### src/rtl/memory_responder.sv
// Word-addressed RAM target for the CPU memory port, with a boot-load port and a
// fixed-latency registered read pipeline that returns data in issue order.
module memory_responder #(
  parameter int WORD_SIZE     = 16,
  parameter int MEM_ADDR_SIZE = 5,
  parameter int READ_LATENCY  = 1
) (
  input  logic                     clock,
  input  logic                     reset,
  input  logic [MEM_ADDR_SIZE-1:0] mem_address,
  input  logic [WORD_SIZE-1:0]     mem_write_data,
  input  logic                     mem_read,
  input  logic                     mem_write,
  output logic [WORD_SIZE-1:0]     mem_read_data,
  output logic                     mem_ready,
  input  logic                     load_mode,
  input  logic                     load_valid,
  input  logic [WORD_SIZE-1:0]     load_data,
  output logic                     load_full,
  output logic                     access_error
);

  localparam int DEPTH = 2 ** MEM_ADDR_SIZE;

  generate
    if (READ_LATENCY < 1 || READ_LATENCY > 4) begin : g_bad_latency
      $error("memory_responder: READ_LATENCY must be in 1..4");
    end
  endgenerate

  logic [WORD_SIZE-1:0]     mem [DEPTH];
  logic [MEM_ADDR_SIZE-1:0] load_ptr;
  logic [READ_LATENCY-1:0]  pipe_valid;
  logic [WORD_SIZE-1:0]     pipe_data [READ_LATENCY];

  logic                     read_issue;
  logic                     illegal;
  logic                     ram_we;
  logic [MEM_ADDR_SIZE-1:0] ram_waddr;
  logic [WORD_SIZE-1:0]     ram_wdata;

  // A simultaneous read+write keeps the write and drops the read.
  assign read_issue = !load_mode && mem_read && !mem_write;
  assign illegal    = load_mode ? (mem_read || mem_write) : (mem_read && mem_write);

  always_comb begin
    ram_we    = 1'b0;
    ram_waddr = mem_address;
    ram_wdata = mem_write_data;
    if (reset) begin
      if (load_mode) begin
        ram_we    = load_valid;
        ram_waddr = load_ptr;
        ram_wdata = load_data;
      end else begin
        ram_we    = mem_write;
      end
    end
  end

  // RAM contents deliberately survive reset so a loaded image persists.
  always_ff @(posedge clock) begin
    if (ram_we) mem[ram_waddr] <= ram_wdata;
  end

  // Data stages only advance behind a valid bit, so the last stage holds the
  // most recent return until the next one arrives.
  always_ff @(posedge clock or negedge reset) begin
    if (!reset) begin
      pipe_valid <= '0;
      for (int k = 0; k < READ_LATENCY; k++) pipe_data[k] <= '0;
    end else if (load_mode) begin
      pipe_valid <= '0;
    end else begin
      pipe_valid[0] <= read_issue;
      if (read_issue) pipe_data[0] <= mem[mem_address];
      for (int k = 1; k < READ_LATENCY; k++) begin
        pipe_valid[k] <= pipe_valid[k-1];
        if (pipe_valid[k-1]) pipe_data[k] <= pipe_data[k-1];
      end
    end
  end

  assign mem_read_data = pipe_data[READ_LATENCY-1];
  assign mem_ready     = pipe_valid[READ_LATENCY-1];

  always_ff @(posedge clock or negedge reset) begin
    if (!reset) begin
      load_ptr     <= '0;
      load_full    <= 1'b0;
      access_error <= 1'b0;
    end else begin
      if (illegal) access_error <= 1'b1;
      if (load_mode) begin
        if (load_valid) begin
          load_ptr <= load_ptr + 1'b1;
          if (load_ptr == '1) load_full <= 1'b1;
        end
      end else begin
        load_ptr  <= '0;
        load_full <= 1'b0;
      end
    end
  end

endmodule

### config.mk
export PLATFORM = sky130hd
export DESIGN_NAME = memory_responder
export DESIGN_NICKNAME = d
export VERILOG_FILES = /design/src/rtl/memory_responder.sv
export SDC_FILE = /design/constraint.sdc
export NUM_CORES = 1
export LEC_CHECK = 0
export CORE_MARGIN = 2
export CORE_UTILIZATION = 47
export CTS_BUF_LIST = sky130_fd_sc_hd__clkbuf_4 sky130_fd_sc_hd__clkbuf_8
export CTS_CLUSTER_DIAMETER = 60
export DETAILED_ROUTE_END_ITERATION = 6
export GPL_TIMING_DRIVEN = 0
export PLACE_DENSITY = 0.67
export SETUP_SLACK_MARGIN = 0.02
export SYNTH_ARGS = -nofsm -noshare
export SYNTH_HDL_FRONTEND = slang
export SYNTH_SLANG_ARGS = --single-unit
### constraint.sdc
create_clock -name clock -period 1.8 [get_ports clock]
set_input_delay 0.54 -clock clock [delete_from_list [all_inputs] [get_ports clock]]
set_output_delay 0.54 -clock clock [all_outputs]
set_load 0.01 [all_outputs]
==> reports/results.txt <==
CP delay by family, top: buffers and inverters
max cap viols: 0
gp weighted congestion: 0.913
data required time of the worst path: 2.12 ns
Final Max Tran Viols: 0
Clk Latency, worst-skew pair: 0.63 ns
synth warn: 0
cell taking the most area after synthesis: edfxtp_1
vias in the first global route: 12000
total chip power: 25.7 mW
R2R cell count: 4
Worst Path Arrival: 2.14 ns
number of flops mapped to enable cells by yosys: 512
pwr dens: 986 nW/um^2
final period utilization: 101%
synthesized instance count: 1184
CTS tree: built
ant diodes: 0
Starting Density: 47.3%
Bufs and invs on worst path: 3
CP Launch Type: primary input
final core utilization: 57.7%
slew margin rel.: 48.3%
failing checks: setup timing
Hold Path Cell Cnt: 3
worst-path cell chain: dlygate4sd2_1 -> nand2b_2 -> a21oi_2 -> a22oi_2 -> buf_4 -> nor2_4 -> buf_12
RSZ-0062 raised after global routing: true
root buffer cell: clkbuf_8
final setup margin: -0.0170 ns
worst hold start: load_valid
sequential-to-total area share from yosys stat: 74.9%
fmax: 550 MHz
initial DRC count: 1253
row count: 78
vias per inst: 5.84
async set-reset flop share out of synthesis: 4.48%
CP Class: primary input to register
Layout Nets: 1430
Reg clk slew, reported paths: 0.06 ns
Max Root-Sink Buffers: 3
Fin. Hold Viols: 0
WL/cell: 26.8 um
Critical Path Max Stage Delay: 0.36 ns
Antenna Nets Post-Route: 0
Top FF cell, synth: edfxtp_1
slew of the pin with the lowest slew margin: 0.776 ns
core area: 45100 sq um
full die area: 47100 sq um
class of the worst hold path: primary input to register
# port buffers: 58
H-tree levels: 3
# clock sinks: 536
largest net degree at the start of global routing: 33
CTS Buf Count: 82
slowest CP cell: nand2b_2
maximum vdd drop: 573 uV
first-pass GRT wire length: 78300 um
Hold Path End: load_full
Mapped Area: 21300 sq um
post-synth cell types: 39
Reg2Reg Launch Point: load_ptr[3]
syn_area_per_cell: 18.0 sq um
Pleak: 9.16 nW
Post-DP HPWL: 33000 um
total number of vias: 11900
Ports: 62
Final setup viols: 32
Mapped Nets: 1229
Synth area leaders: edfxtp_1 72%, mux2i_1 12%, dfrtp_1 2.8%
post-route DRC violation count: 0
DRT Wirelength: 54700 um
status: finished with violations
Total GRT Usage: 23.2%
chip height: 217 um
area grow syn2layout: 22.0%
die span in x: 217 um
Crit Path Max Fanout: 16
setup_tns: -0.200 ns
reg2reg end: mem[26][13]
layout cells sized above 1: 28.8%
Crit. End Element: register
initial antenna violation count: 1
Synth Register Bits: 536
grt ovf: 0
Final min period: 1.82 ns
Setup Skew: 0.0206 ns
reg2reg setup slack: -0.01 ns
top cell type's share of synthesized area: 72.1%
DRT Pass-1 Iters: 6
## logic make-up after synthesis
group | Yosys count | share of synthesized area [%]
compound gates | 207 | 7.82
xor+xnor | 3 | 0.123
fa+ha+maj | 2 | 0.117
buf+inv | 75 | 2.26
flops | 536 | 74.9
mux | 276 | 13.0
simple gates | 85 | 1.74
## power by group
| group | switching (mW) | leakage [nW] | total, mW | internal [mW] |
|---|---|---|---|---|
| clock | 4.46 | 0.814 | 9.51 | 5.05 |
| combinational | 1.34 | 3.45 | 2.16 | 0.827 |
| sequential | 0.0880 | 4.90 | 14.0 | 13.9 |
| total | 5.89 | 9.16 | 25.7 | 19.8 |
## worst min-delay path, delay by kind of cell
kind	cells	cell delay, ns
buffers and inverters	1	0.17
AND/OR/NAND/NOR	1	0.05
AO/OA/AOI/OAI	1	0.16
## worst max path at each step
stage / start / end / cells after the start
2_1_floorplan: mem_address[0] / mem[16][0] / 7
3_3_place_gp: reset / mem[31][7] / 5
3_5_place_dp: mem_address[1] / mem_read_data[8] / 6
4_1_cts: mem_read_data[2] / mem_read_data[2] / 1
5_1_grt: mem_address[3] / mem[17][5] / 7
6_report: mem_address[3] / mem[16][5] / 7
## cell usage in the layout, fill, tap and decap left out, drive strengths merged, types with 24 or more instances in the layout
cell and n:
edfxtp 512, clkbuf 138, a21oi 37, a221oi 32, a22oi 67, nor2 37, dfrtp 24, a22o 32
mux2i 259, nand2 26, buf 129, clkdlybuf4s50 34
## Yosys cell counts, drive strengths merged (2+ instances only)
master  number
nand3        2
o22ai       16
edfxtp     512
nor2        37
mux2i      259
nor3         2
ha           2
mux2        17
nor3b        2
a22o        32
a22oi       67
dfrtp       24
nand2b       2
a21oi       37
a221oi      32
inv          4
nand2       26
clkbuf      23
o41ai       16
nor2b        6
and2         5
a32oi        3
buf         48
xnor2        2
## layer usage
metal	track usage [%]	share of wire, %	up-vias
met5	0	0	-
met4	8.63	3.3	0
met3	5.06	7.5	119
met2	37.7	48	492
met1	30.8	41	6111
li1	-	-	5204
## flip-flops by register name, indices dropped and copies added, names as in the netlist
signal / cells
access_error: 1
load_full: 1
load_ptr: 5
mem: 512
mem_read_data: 16
mem_ready: 1
## stage by stage
stage                     cells  area [sq um]  setup WS (ns)  hold WS (ns)
after floorplan            1184         22000         -0.349         0.244
after global placement     1842         23300          -2.45         0.465
after detailed placement   1842         23300          -1.60         0.473
after CTS                  2039         25900        0.00316         0.308
after global routing       2041         26000        -0.0186         0.358
final                      2041         26000        -0.0170         0.348
## what timing repair did
action,CTS,global route
gates resized for setup,156,26
endpoints found under the hold margin,24,0
endpoints found under the setup margin,1059,506
pin swaps,36,1
hold buffers,2,0
gates cloned,0,0
buffers inserted,56,3
## area by class of cell
type                       instances  area [sq um]
timing repair buffer             119          1400
multi-input combinational        573          5700
sequential                       536         16000
clock inverter                    23          97.6
inverter                           4          15.0
clock buffer                     117          1420
tap                              600           751
buffer                            69           664
fill                            3406         19100
Power figures use the tool's default switching activity.
